==> config.mk <==
export PLATFORM = sky130hd
export DESIGN_NAME = mp_in
export DESIGN_NICKNAME = d
export VERILOG_FILES = /design/src/rtl/mp_in.sv
export SDC_FILE = /design/constraint.sdc
export NUM_CORES = 1
export LEC_CHECK = 0
export ABC_AREA = 1
export CORE_UTILIZATION = 55
export DETAILED_ROUTE_END_ITERATION = 8
export GPL_TIMING_DRIVEN = 0
export PLACE_DENSITY = 0.8
export SLEW_MARGIN = 30
export SYNTH_ARGS = -nofsm -noshare
export SYNTH_HDL_FRONTEND = slang
export SYNTH_SLANG_ARGS = --single-unit
export TNS_END_PERCENT = 50
==> constraint.sdc <==
create_clock -name clk -period 6.3 [get_ports clk]
set_input_delay 0.945 -clock clk [delete_from_list [all_inputs] [get_ports clk]]
set_output_delay 0.945 -clock clk [all_outputs]
set_load 0.01 [all_outputs]
==> src/rtl/mp_in.sv <==
// mp_in: upstream input packer for the AES-128 datapath.
// Collects 16 UART RX bytes (first byte lands in block[127:120]) into a 128-bit
// block. The block is then offered to the AES core as four 32-bit words, MSB word
// first, over a valid/ready handshake.
// An inter-byte timeout discards partial blocks. A sticky flag records bytes that
// arrive while a block is being unloaded.
//
// Ports:
//   clk           - system clock, rising edge
//   rst           - asynchronous active-high reset
//   RX_DV_in      - one-cycle strobe, RX_byte_in valid
//   RX_byte_in    - received byte
//   core_ready_in - core accepts MP_word_out this cycle
//   ovf_clr_in    - clears MP_ovf_out (a same-cycle set wins)
//   MP_word_out   - current word to the core (0 when not sending)
//   MP_dv_out     - MP_word_out valid
//   MP_busy_out   - packer is not idle
//   MP_ovf_out    - sticky: a byte was dropped
module mp_in #(
    parameter int unsigned DATA_WIDTH     = 32,
    parameter int unsigned TIMEOUT_CYCLES = 1000000
) (
    input  logic                  clk,
    input  logic                  rst,
    input  logic                  RX_DV_in,
    input  logic [7:0]            RX_byte_in,
    input  logic                  core_ready_in,
    input  logic                  ovf_clr_in,
    output logic [DATA_WIDTH-1:0] MP_word_out,
    output logic                  MP_dv_out,
    output logic                  MP_busy_out,
    output logic                  MP_ovf_out
);

    localparam int unsigned TW = (TIMEOUT_CYCLES == 0) ? 1 : $clog2(TIMEOUT_CYCLES + 1);
    localparam logic [TW-1:0] TO_LAST = TW'((TIMEOUT_CYCLES == 0) ? 0 : TIMEOUT_CYCLES - 1);

    typedef enum logic [1:0] {
        s_IDLE,
        s_RX_BYTES,
        s_SEND_WORDS,
        s_CLEANUP
    } state_e;

    state_e         state_q, state_d;
    logic [127:0]   block_q, block_d;
    logic [3:0]     byte_count_q, byte_count_d;
    logic [1:0]     word_idx_q, word_idx_d;
    logic [TW-1:0]  to_cnt_q, to_cnt_d;
    logic           ovf_q, ovf_d;

    always_ff @(posedge clk or posedge rst) begin
        if (rst) begin
            state_q      <= s_IDLE;
            block_q      <= '0;
            byte_count_q <= '0;
            word_idx_q   <= '0;
            to_cnt_q     <= '0;
            ovf_q        <= 1'b0;
        end else begin
            state_q      <= state_d;
            block_q      <= block_d;
            byte_count_q <= byte_count_d;
            word_idx_q   <= word_idx_d;
            to_cnt_q     <= to_cnt_d;
            ovf_q        <= ovf_d;
        end
    end

    always_comb begin
        state_d      = state_q;
        block_d      = block_q;
        byte_count_d = byte_count_q;
        word_idx_d   = word_idx_q;
        to_cnt_d     = to_cnt_q;

        unique case (state_q)
            s_IDLE: begin
                if (RX_DV_in) begin
                    block_d[127:120] = RX_byte_in;
                    byte_count_d     = 4'd1;
                    to_cnt_d         = '0;
                    state_d          = s_RX_BYTES;
                end
            end
            s_RX_BYTES: begin
                if (RX_DV_in) begin
                    // A byte on the timeout cycle wins over the timeout.
                    block_d[8*(4'd15 - byte_count_q) +: 8] = RX_byte_in;
                    to_cnt_d = '0;
                    if (byte_count_q == 4'd15) begin
                        byte_count_d = '0;
                        word_idx_d   = '0;
                        state_d      = s_SEND_WORDS;
                    end else begin
                        byte_count_d = byte_count_q + 4'd1;
                    end
                end else if (TIMEOUT_CYCLES != 0 && to_cnt_q == TO_LAST) begin
                    block_d      = '0;
                    byte_count_d = '0;
                    to_cnt_d     = '0;
                    state_d      = s_IDLE;
                end else if (to_cnt_q != '1) begin
                    to_cnt_d = to_cnt_q + 1'b1;
                end
            end
            s_SEND_WORDS: begin
                if (core_ready_in) begin
                    word_idx_d = word_idx_q + 2'd1;
                    if (word_idx_q == 2'd3) begin
                        state_d = s_CLEANUP;
                    end
                end
            end
            s_CLEANUP: begin
                block_d    = '0;
                word_idx_d = '0;
                state_d    = s_IDLE;
            end
            default: state_d = s_IDLE;
        endcase
    end

    // Bytes arriving while the block is unloaded are dropped; set beats clear.
    always_comb begin
        ovf_d = ovf_q;
        if (RX_DV_in && (state_q == s_SEND_WORDS || state_q == s_CLEANUP)) begin
            ovf_d = 1'b1;
        end else if (ovf_clr_in) begin
            ovf_d = 1'b0;
        end
    end

    logic [31:0] word_sel;

    always_comb begin
        word_sel = '0;
        if (state_q == s_SEND_WORDS) begin
            unique case (word_idx_q)
                2'd0: word_sel = block_q[127:96];
                2'd1: word_sel = block_q[95:64];
                2'd2: word_sel = block_q[63:32];
                2'd3: word_sel = block_q[31:0];
                default: word_sel = '0;
            endcase
        end
    end

    assign MP_word_out = DATA_WIDTH'(word_sel);
    assign MP_dv_out   = (state_q == s_SEND_WORDS);
    assign MP_busy_out = (state_q != s_IDLE);
    assign MP_ovf_out  = ovf_q;

endmodule

==> results.cfg <==
[drt]
routed_wl_mm = 25.4
drtIter0Drc = 930
via_per_inst = 5.80
wl_per_cell_um = 17.6
drc = 0
dr.pass1.iters = 6
final_antenna_net_count = 0
vias = 8356

[min_path]
hp-start = block_q[112]
hold_path_class = reg2reg

[power_and_ir_drop]
total_power_mw = 3.80
p_leak_nw = 4.76
max-vdd-ir-drop_mv = 0.278
power.share.clock_pct = 29.0
switchingPower_mw = 1.62
powerDensity_nw_per_um2 = 387
intPower_mw = 2.18
power_frac_seq_pct = 29.9
switching_share_pct = 42.5
p_comb_share_pct = 41.1

[timing]
finalSetupViolations = 0
tightestPinTransition_ps = 697
fin_crit_sh_pct = 63.8
holdWs_ps = 467
fin_crit_ps = 4020
final.setup.tns_ps = 0
maxSlewHeadroom_pct = 53.4
hold_viol = 0
fin_ws_ps = 2280
finClkSkew_ps = 5.72
grt_setup_unrepaired = false
fmax_ghz = 0.249
final-max-slew-violation-count = 0

[die]
die_h_um = 126
start_util_pct = 56.0
rows = 45
num_io_pins = 48
coreArea_sq_um = 15100
die-area_sq_um = 15900
die_w_um = 126

[yosys]
synthTopCellsByCount = 481 x nand2_1, 157 x dfrtp_1, 112 x nand3_1
yosysWarnings = 0
ys_ff_latch = 157
synth_ff_type = dfrtp_1
synth_top_cell_by_area = dfrtp_1
syn_area_sq_um = 8480
postSynthAreaPerCell_sq_um = 7.21
post_synth_num_cell_types = 31
synth-seq-area-share_pct = 46.3
synthArstFlopShare_pct = 100
synth.area.top_cells = dfrtp_1 46%, nand2_1 21%, nand3_1 6.6%
synth_top_area_share_pct = 46.3
synth_nets = 1195
synth_edf_count = 0
synth.most_common_cell = nand2_1
synth_cells = 1175

[placed_design]
io_buffers = 46
gp_congestion = 0.981
dp_slack_ps = 2750
placedInstanceArea_sq_um = 9210
hpwl_mm = 17.7

[clock_tree]
clk_pin_slew_worst_paths_ps = 60
worstSkewPairLatency_ps = 440
cts-htree-levels = 4
root_buffer = clkbuf_16
post_cts_buffers = 0
ctsResizeCount = 0
ctsHoldBuffers = 0
cts.sinks = 157
cts_tree = done
cts_buffer_depth = 2
cts_made_buffers = 17

[layout]
layout-drive-gt1-share_pct = 7.42
multi_input_area_sq_um = 4050
n_fill_cell = 1362
area_growth_pct = 15.9
finish.net_count = 1261
regArea_sq_um = 3930
antennaDiodeCount = 0
postLayoutCellArea_sq_um = 9820

[grt]
grt_start_max_net_pins = 90
grt_overflow_total = 0
grt_pass1_wl_mm = 41.1
grt_use_total_pct = 33.7
grt_pass1_vias = 7842
antenna_found_initial = 0

[worst_setup_path]
startpoint_type = flip-flop
cp.required_ps = 5350
endpoint = MP_word_out[23]
reg2reg_slack_ps = 3390
end_kind = output port
reg2reg_from = byte_count_q[0]
reg2reg_depth = 14
crit_type = reg2out
cp_max_fo = 10
crit_arrival_ps = 3070
r2r-end = block_q[0]

[run_status]
status = complete, no violations

[flow_run]
max_cap_viol_count = 0
-- logic make-up (layout without fill, tap and decap cells) --
| group | count (synthesis) | in the layout | synth area share, % |
|---|---|---|---|
| XOR/XNOR | 6 | 6 | 0.620 |
| AND/OR/NAND/NOR | 733 | 733 | 36.1 |
| AO/OA/AOI/OAI | 152 | 152 | 9.96 |
| adder cells (fa/ha/maj) | 7 | 7 | 1.03 |
| buffers and inverters | 120 | 198 | 5.93 |
| flip-flops | 157 | 157 | 46.3 |
-- layer usage --
layer / GRT usage (%) / wire (um)
met2: 51.3 / 11500
met1: 47.0 / 10900
met3: 6.16 / 2070
met4: 15.4 / 879
met5: 0 / 0
-- registers in the layout, summed over array words and instances (netlist names), named ones only --
signal and count:
state_q 1, word_idx_q 2, block_q 128, to_cnt_q 20, MP_ovf_out 1, byte_count_q 4
-- cells in the final DEF, fill, tap and decap left out, types with 6 or more instances in the layout --
cell type	synthesis	routed
a21oi_1	39	39
buf_2	8	8
clkbuf_16	0	17
o21ai_0	65	65
nor2_2	8	8
clkbuf_1	24	30
inv_2	11	11
clkdlybuf4s50_1	0	46
dfrtp_1	157	157
a31oi_1	33	33
nand4_1	12	12
inv_1	64	63
nor3_1	14	14
o21ai_2	7	7
nand2_1	481	481
nand3_1	112	112
nand2_2	13	13
ha_1	7	7
nor2_4	6	6
xor2_1	6	6
nor2_1	82	82
-- power by group through the flow --
stage          Clock (mW)  Sequential [mW]  Combinational [mW]
3_5_place_dp            0             1.15                1.52
4_1_cts              1.10             1.13                1.53
2_1_floorplan           0             1.14               0.987
5_1_grt              1.15             1.14                1.68
6_report             1.10             1.14                1.56
3_3_place_gp            0             1.15                1.50
-- worst min-delay path by stage --
stage / depth (start not counted) / to / slack (ps)
floorplan: 2 / block_q[119] / 440
global placement: 2 / block_q[126] / 450
detailed placement: 2 / block_q[97] / 450
CTS: 2 / block_q[114] / 470
global route: 2 / block_q[97] / 480
finish: 2 / block_q[112] / 470
-- final cells by class --
| type | count | area share, % |
|---|---|---|
| buffer | 41 | 2.09 |
| clock buffer | 23 | 4.56 |
| clock inverter | 8 | 1.68 |
| inverter | 79 | 3.11 |
| multi-input combinational | 898 | 41.2 |
| sequential | 157 | 40.0 |
| tap | 188 | 2.40 |
| timing repair buffer | 47 | 4.97 |
-- worst max-delay path, stage by stage (launching register included) --
cell and delay (ps):
dfrtp_1 480, inv_1 120, nor2_2 470, clkbuf_1 460, o21ai_0 230, a31oi_1 280, clkdlybuf4s50_1 590
-- stage by stage --
stage / util (%) / std cells
after global routing: 64.8 / 1441
after CTS: 64.8 / 1441
final: 64.8 / 1441
after floorplan: - / 1175
after detailed placement: 60.8 / 1410
after global placement: 60.6 / 1409
Note: power is estimated with default switching activity, not from simulation.
